$ cat src/rtl/muldiv_unit.sv
// Iterative RV64 M-extension multiply/divide unit: shift-add multiply, restoring
// divide, one bit per cycle, with start/busy/done handshake and a destination tag.
module muldiv_unit #(
    parameter int XLEN  = 64,
    parameter int TAG_W = 5
) (
    input  logic             clk,
    input  logic             reset,
    input  logic             start,
    input  logic [2:0]       op,
    input  logic [XLEN-1:0]  a,
    input  logic [XLEN-1:0]  b,
    input  logic [TAG_W-1:0] tag_in,
    input  logic             flush,
    output logic             busy,
    output logic             done,
    output logic [XLEN-1:0]  result,
    output logic [TAG_W-1:0] tag_out
);
    localparam int CW = $clog2(XLEN) + 1;

    localparam logic [1:0] S_IDLE = 2'd0;
    localparam logic [1:0] S_CALC = 2'd1;
    localparam logic [1:0] S_SIGN = 2'd2;
    localparam logic [1:0] S_DONE = 2'd3;

    localparam logic [2:0] OP_MUL   = 3'd0;
    localparam logic [2:0] OP_MULH  = 3'd1;
    localparam logic [2:0] OP_MULHU = 3'd2;
    localparam logic [2:0] OP_DIV   = 3'd3;
    localparam logic [2:0] OP_DIVU  = 3'd4;
    localparam logic [2:0] OP_REM   = 3'd5;
    localparam logic [2:0] OP_RSV   = 3'd7;

    localparam logic [XLEN-1:0] INT_MIN = {1'b1, {(XLEN-1){1'b0}}};

    logic [1:0]        r_state;
    logic [CW-1:0]     r_cnt;
    logic [2:0]        r_op;
    logic [TAG_W-1:0]  r_tag;
    logic [XLEN-1:0]   r_opd;
    logic [2*XLEN-1:0] r_acc;
    logic              r_neg;
    logic              r_fast;
    logic [XLEN-1:0]   r_result;
    logic [TAG_W-1:0]  r_tag_out;

    // Accept-side decode
    logic            w_is_div, w_is_mul, w_signed, w_sa, w_sb, w_bzero, w_ovf;
    logic            w_fast, w_neg_flag, w_accept;
    logic [XLEN-1:0] w_abs_a, w_abs_b, w_fast_res;

    assign w_is_div = (op >= OP_DIV) && (op <= 3'd6);
    assign w_is_mul = (op <= OP_MULHU);
    assign w_signed = (op == OP_MULH) || (op == OP_DIV) || (op == OP_REM);
    assign w_sa     = w_signed & a[XLEN-1];
    assign w_sb     = w_signed & b[XLEN-1];
    assign w_abs_a  = w_sa ? -a : a;
    assign w_abs_b  = w_sb ? -b : b;
    assign w_bzero  = (b == '0);
    assign w_ovf    = ((op == OP_DIV) || (op == OP_REM)) && (a == INT_MIN) && (b == '1);
    assign w_fast   = (op == OP_RSV) || (w_is_div && w_bzero) || w_ovf;

    // Quotient follows sign difference, remainder follows the dividend
    assign w_neg_flag = ((op == OP_MULH) || (op == OP_DIV)) ? (w_sa ^ w_sb) :
                        (op == OP_REM) ? w_sa : 1'b0;

    always_comb begin
        w_fast_res = '0;
        if (w_is_div && w_bzero)
            w_fast_res = ((op == OP_DIV) || (op == OP_DIVU)) ? '1 : a;
        else if (w_ovf && (op == OP_DIV))
            w_fast_res = a;
    end

    assign w_accept = start && !flush &&
                      (((r_state == S_IDLE) && !r_fast) || (r_state == S_DONE));

    // Iteration datapath: r_acc holds {hi, lo} = product or {remainder, quotient}
    logic [XLEN:0]     w_madd, w_shift, w_trial;
    logic [2*XLEN-1:0] w_acc_nxt;

    assign w_madd  = {1'b0, r_acc[2*XLEN-1:XLEN]} + (r_acc[0] ? {1'b0, r_opd} : '0);
    assign w_shift = r_acc[2*XLEN-1:XLEN-1];
    assign w_trial = w_shift - {1'b0, r_opd};

    always_comb begin
        if (r_op <= OP_MULHU)
            w_acc_nxt = {w_madd, r_acc[XLEN-1:1]};
        else if (w_trial[XLEN])
            w_acc_nxt = {w_shift[XLEN-1:0], r_acc[XLEN-2:0], 1'b0};
        else
            w_acc_nxt = {w_trial[XLEN-1:0], r_acc[XLEN-2:0], 1'b1};
    end

    logic [2*XLEN-1:0] w_prod;
    logic [XLEN-1:0]   w_quo, w_rem, w_sign_res;

    assign w_prod = r_neg ? -r_acc : r_acc;
    assign w_quo  = r_neg ? -r_acc[XLEN-1:0] : r_acc[XLEN-1:0];
    assign w_rem  = r_neg ? -r_acc[2*XLEN-1:XLEN] : r_acc[2*XLEN-1:XLEN];

    always_comb begin
        case (r_op)
            OP_MUL:           w_sign_res = w_prod[XLEN-1:0];
            OP_MULH,
            OP_MULHU:         w_sign_res = w_prod[2*XLEN-1:XLEN];
            OP_DIV, OP_DIVU:  w_sign_res = w_quo;
            default:          w_sign_res = w_rem;
        endcase
    end

    always_ff @(posedge clk or negedge reset) begin
        if (!reset) begin
            r_state   <= S_IDLE;
            r_cnt     <= '0;
            r_op      <= '0;
            r_tag     <= '0;
            r_opd     <= '0;
            r_acc     <= '0;
            r_neg     <= 1'b0;
            r_fast    <= 1'b0;
            r_result  <= '0;
            r_tag_out <= '0;
        end else if (flush) begin
            r_state <= S_IDLE;
            r_fast  <= 1'b0;
        end else if (w_accept) begin
            r_op  <= op;
            r_tag <= tag_in;
            r_neg <= w_neg_flag;
            if (w_fast) begin
                // Fast result parks in r_acc for one non-busy cycle before DONE
                r_fast  <= 1'b1;
                r_state <= S_IDLE;
                r_acc   <= {{XLEN{1'b0}}, w_fast_res};
            end else begin
                r_state <= S_CALC;
                r_cnt   <= CW'(XLEN);
                r_acc   <= {{XLEN{1'b0}}, (w_is_mul ? w_abs_b : w_abs_a)};
                r_opd   <= w_is_mul ? w_abs_a : w_abs_b;
            end
        end else begin
            case (r_state)
                S_IDLE: if (r_fast) begin
                    r_fast    <= 1'b0;
                    r_state   <= S_DONE;
                    r_result  <= r_acc[XLEN-1:0];
                    r_tag_out <= r_tag;
                end
                S_CALC: begin
                    r_acc <= w_acc_nxt;
                    r_cnt <= r_cnt - 1'b1;
                    if (r_cnt == CW'(1))
                        r_state <= S_SIGN;
                end
                S_SIGN: begin
                    r_result  <= w_sign_res;
                    r_tag_out <= r_tag;
                    r_state   <= S_DONE;
                end
                default: r_state <= S_IDLE;
            endcase
        end
    end

    assign busy    = (r_state == S_CALC) || (r_state == S_SIGN);
    assign done    = (r_state == S_DONE);
    assign result  = r_result;
    assign tag_out = r_tag_out;
endmodule

$ cat config.mk
export PLATFORM = sky130hd
export DESIGN_NAME = muldiv_unit
export DESIGN_NICKNAME = d
export VERILOG_FILES = /design/src/rtl/muldiv_unit.sv
export SDC_FILE = /design/constraint.sdc
export NUM_CORES = 2
export LEC_CHECK = 0
export ABC_CLOCK_PERIOD_IN_PS = 4600
export CAP_MARGIN = 10
export CORE_ASPECT_RATIO = 2
export CORE_MARGIN = 1.5
export CORE_UTILIZATION = 45
export CTS_BUF_LIST = sky130_fd_sc_hd__clkbuf_2
export CTS_CLUSTER_SIZE = 25
export DETAILED_ROUTE_END_ITERATION = 12
export PLACE_DENSITY_LB_ADDON = 0.2
export SLEW_MARGIN = 25
export SYNTH_ARGS = -nofsm -noshare
export SYNTH_HDL_FRONTEND = slang
export SYNTH_SLANG_ARGS = --single-unit
export TNS_END_PERCENT = 20
$ cat constraint.sdc
create_clock -name clk -period 4.6 [get_ports clk]
set_clock_uncertainty 0.15 [all_clocks]
set_input_delay 0.69 -clock clk [delete_from_list [all_inputs] [get_ports clk]]
set_output_delay 0.69 -clock clk [all_outputs]
set_load 0.03 [all_outputs]
Yosys cells after proc, flatten, opt, wreduce, memory -nomap -nowiden:

Cells that the tools add are included.

* bits in registers: 280
* input port bits: 140
* output and inout port bits: 71

* add/subtract/negate cells: 8
* $lt $le $gt $ge: 4
* equal/unequal tests: 20
* multiplexer cells: 36
* bitwise logic cells: 6
* reductions and logical operators: 33

Operators by type and width (count)
* 64-bit 2-to-1 mux: 12
* 128-bit 2-to-1 mux: 5
* 64-bit negator: 4
* 64-bit case mux with 3 select lines: 1
* 64-bit == test, second input constant: 2
* 128-bit negator: 1
* 64-bit case mux with 2 select lines: 1
* 64-bit by 64-bit adder with 65-bit output: 1
* 65-bit by 64-bit subtractor with 65-bit output: 1
* 64-bit zero test: 1
* 7-bit 2-to-1 mux: 3
* 3-bit == test, second input constant: 4
* 5-bit case mux with 2 select lines: 1
* 3-bit by 2-bit == test with 1-bit output, second input constant: 3
* 1-bit logical AND: 8
* 1-bit logical OR: 8
* 2-bit 2-to-1 mux: 4
* 4-bit != test, second input constant: 2
* 2-bit AND reduction: 4
* 7-bit by 1-bit == test with 1-bit output, second input constant: 1
* 1-bit 2-to-1 mux: 7
* 7-bit by 1-bit subtractor with 7-bit output, second input constant: 1
* 3-bit by 1-bit == test with 1-bit output, second input constant: 2
* 3-bit by 2-bit <= comparator with 1-bit output, second input constant: 2
* other kinds (19): 28

Logic depth before layout (Yosys ltp):

* depth after elaboration: 9
* depth in mapped cells: 17
* gate-level depth less buffers: 15

Worst setup path after synthesis:

OpenSTA, ideal clock, no wires.

* kind: reg-to-reg
* start: reg r_acc[3]
* end: reg r_result[43] (netlist: result[43])
* setup time: 0.126 ns
* arrival: 4.034 ns
* required time: 4.324 ns
* setup slack: 0.290 ns
* cell stages (with the launch flop): 16
* path buffers: 4
* cells stage by stage: dfrtp_1 > buf_6 > or4_4 > or4_1 > buf_2 > or3b_1 > buf_6 > or3_4 > or3_1 > buf_2 > or4_4 > o21ai_2 > xor2_1 > o221ai_1 > a21oi_1 > a21oi_1

* cells in the longest elaborated chain, start to end: 4

RTL lines
* start, declared: RTL line 42 `logic [2*XLEN-1:0] r_acc;`
* start signal, assigned: RTL line 136 `r_acc <= {{XLEN{1'b0}}, w_fast_res};`
* start signal, assigned: RTL line 140 `r_acc <= {{XLEN{1'b0}}, (w_is_mul ? w_abs_b : w_abs_a)};`
* start signal, assigned: RTL line 152 `r_acc <= w_acc_nxt;`
* 128-bit negator / 64-bit negator (equally long branches): RTL line 99, 100
* 128-bit 2-to-1 mux / 64-bit 2-to-1 mux (equally long branches): RTL line 99, 100
* 64-bit case mux with 3 select lines *: RTL line 104 `case (r_op)`
* 64-bit case mux with 2 select lines *: RTL line 144 `case (r_state)`
* end signal, assigned: RTL line 148 `r_result <= r_acc[XLEN-1:0];`
* end signal, assigned: RTL line 158 `r_result <= w_sign_res;`
* end, declared: RTL line 45 `logic [XLEN-1:0] r_result;`

Every way passes the cells marked *; elsewhere a longest branch is shown, timed or not.
A chain may end at the register's enable or synchronous reset.

Worst setup path after layout:

* start: reg r_acc[0]
* end: reg r_result[30] (netlist: result[30])

Same word-level chain as after synthesis.

==> summary.md <==
| Metric | Value |
|---|---|
| Post-route minimum period | `4500 ps` |
| Die area | `71200 um2` |
| Synthesized instance count | `4523` |
| Initial Util | `45.5%` |
| Post-route cell area | `37700 um2` |
| WS Path Type | `reg2reg` |
| Core ar. | `68700 um2` |
| Total power | `31.0 mW` |
| Worst Setup End Kind | `flop` |
| Final net count | `5158` |
| Largest net degree at the start of global routing | `129` |
| Placed instance area | `36800 um2` |
| GPL Wtd Cong | `1.06` |
| Status | `completed` |
| Final wirelength | `157000 um` |
| Final std cells w/o fill | `5828` |
| Final hold violation count | `0` |
| Initial DRC count | `4114` |
| Crit-path most repeated cell | `buf_4` |
| Most common cell after layout, fill and taps aside | `nand2_1` |
| Final core occ | `54.8%` |
| Worst vdd ir | `409 uV` |
| Buffers on Ports | `210` |
| Max FO, Critical Path | `6` |
| Wire per inst | `27.0 um` |
| Critical Path RT | `5510 ps` |
| Global-route usage over all layers | `43.5%` |
| Critical-path top delay cell | `or4b_2` |
| Slew Limit Fails | `0` |
| Inst Count DP | `5691` |
| #FFs+latches synth | `280` |
| Finish-stage setup viols | `0` |
| Clk_lat worst skew | `1210 ps` |
| Mean Syn Cell Area | `6.92 um2` |
| Synth unique cells | `80` |
| Power Dens Cells | `822 nW/um2` |
| Die Wd | `189 um` |
| Max clock buf depth | `3` |
| Slew headroom | `24.0%` |
| Vias | `38300` |
| First drt pass iteration count | `6` |
| CP peak stage delay | `620 ps` |
| Layout area overhead | `20.5%` |
| WHS | `86.0 ps` |
| Top cell family by delay on the critical path | `simple AND/OR/NAND/NOR gates` |
| CP Launch Type | `flop` |
| Share of layout cells above drive strength 1 | `12.7%` |
| Slew at the pin with the worst max-slew slack | `1130 ps` |
| Crit share post-route | `97.9%` |
| RSZ-0062 raised after global routing | `true` |
| HPWL after DPL | `121000 um` |
| Reg clk slew, reported paths | `110 ps` |
| Antenna-violating nets left | `0` |
| Synth top area share | `22.4%` |
| MaxCap Viol Count | `0` |
| CP cell instances | `buf_4 > inv_2 > ha_1 > or4b_2 > nor3_1 > buf_4 > nand3b_1 > or2_4 > or3_1 > nand4b_1 > and2_1 > a221o_1 > a221oi_1 > a211o_1` |
| YS warnings | `0` |
| WP buf/inv | `3` |
| # DRC | `0` |
| Std-Cell Rows | `136` |
| Post-synth EDFFs | `0` |
| Vias in the first global route | `36900` |
| Worst setup margin | `96.7 ps` |
| Most frequent cells in the layout | `nand2_1, o21ai_0, a21oi_1, buf_4, nor2_1` |
| Highest Clock Rate | `222 MHz` |
| Vias/cell | `6.56` |
| Antenna violations before repair | `5` |
| Setup Fix Bufs, Post-CTS | `0` |
| Clk sinks | `280` |
| Worst slack, placed | `-11.8 ps` |
| CTS buffer count | `70` |
| Fill cell count | `6947` |
| Cell chosen for the clock root | `clkbuf_2` |
| First-pass GRT wire length | `231000 um` |
| TritonCTS clock tree | `built` |
| Yosys top cell by area | `dfrtp_1` |
| Dominant synthesized flop cell | `dfrtp_1` |
| Cell area after synthesis | `31300 um2` |
| Synth area leaders | `dfrtp_1, o21ai_0, a21oi_1` |
| Sequential area share after synthesis | `22.4%` |
| Gr ovfl total | `0` |
| Share of flip-flops with an asynchronous set or reset | `100%` |
| DIE HEIGHT | `376 um` |
| HP Class | `in2reg` |
| Pleak | `16.0 nW` |
| H-Tree Depth | `3` |
| Worst EP arrival | `5410 ps` |
| IO Pins | `211` |
| Setup tns final | `0 ps` |
| Mapped Nets | `4804` |
sequential cells by signal, summed over array words and instances (netlist names):
name     cells
r_acc      128
r_opd       64
result      64
r_cnt        7
r_tag        5
tag_out      5
r_op         3
r_state      2
r_fast       1
r_neg        1
cells in the mapped netlist, types with 55 or more instances:
library cell  instances
nand2_1             595
o21ai_0             482
a21oi_1             449
nor2_1              421
clkbuf_1            350
dfrtp_1             280
xnor2_1             192
xor2_1              167
ha_1                139
inv_1               127
nor3_1              109
a31oi_1             108
nand3_1              94
nand4_1              81
a21o_1               75
o31ai_1              70
or3_1                68
or4_1                56
o211ai_1             55
final cells by class:
cell class	instances	area [um2]	area share [%]
well taps	897	1120	2.98
repair buffers	665	5850	15.5
flip-flops and latches	280	7010	18.6
inverters	128	480	1.27
clock inverters	21	185	0.491
clock buffers	99	495	1.31
multi-input cells	3732	22500	59.8
diodes	6	15.0	0.0398
layer usage:
| metal | share of wire (%) | GRT usage [%] |
|---|---|---|
| met2 | 47 | 72.8 |
| met5 | 0.0076 | 0 |
| met1 | 33 | 45.5 |
| met3 | 8.4 | 8.37 |
| met4 | 11 | 40.7 |
timing repair:
item                       in CTS  in global routing
hold endpoints to repair      285                  0
gates resized for setup         0                 23
hold buffers                   11                  0
setup endpoints to repair       0                 34
worst reg2reg max path, stage by stage (launching register included):
cell and delay [ps]:
dfrtp_1 390, buf_4 170, inv_2 70, ha_1 180, or4b_2 620, nor3_1 170, buf_4 150, nand3b_1 170
or2_4 340, or3_1 410, nand4b_1 410, and2_1 370, a221o_1 330, a221oi_1 300, a211o_1 150
cells by family after synthesis:
kind of cell | after synthesis | share of synthesized area, %
AOI/OAI and AO/OA | 1586 | 30.9
xor gates and xnor gates | 359 | 10.0
adders and majority gates | 141 | 5.69
buffers and inverters | 511 | 6.21
DFF | 280 | 22.4
muxes | 22 | 0.708
and+or+nand+nor | 1624 | 24.0
path summary, 6_finish.rpt:
path	cells past startpoint	startpoint	slack, ps	endpoint
max in group asynchronous	4	reset	3070	tag_out[1]
min	4	op[2]	90	r_op[2]
min reg2reg	2	r_tag[3]	330	tag_out[3]
max	14	r_acc[0]	100	result[30]
max reg2reg	14	r_acc[0]	100	result[30]
min in group asynchronous	3	reset	480	r_opd[41]
report_power, final:
part	internal (mW)	switching, mW
Combinational	8.46	15.4
Sequential	3.60	1.54
Clock	0.757	1.26
Total	12.8	18.2
No activity file was read; power rests on OpenSTA's default activity.
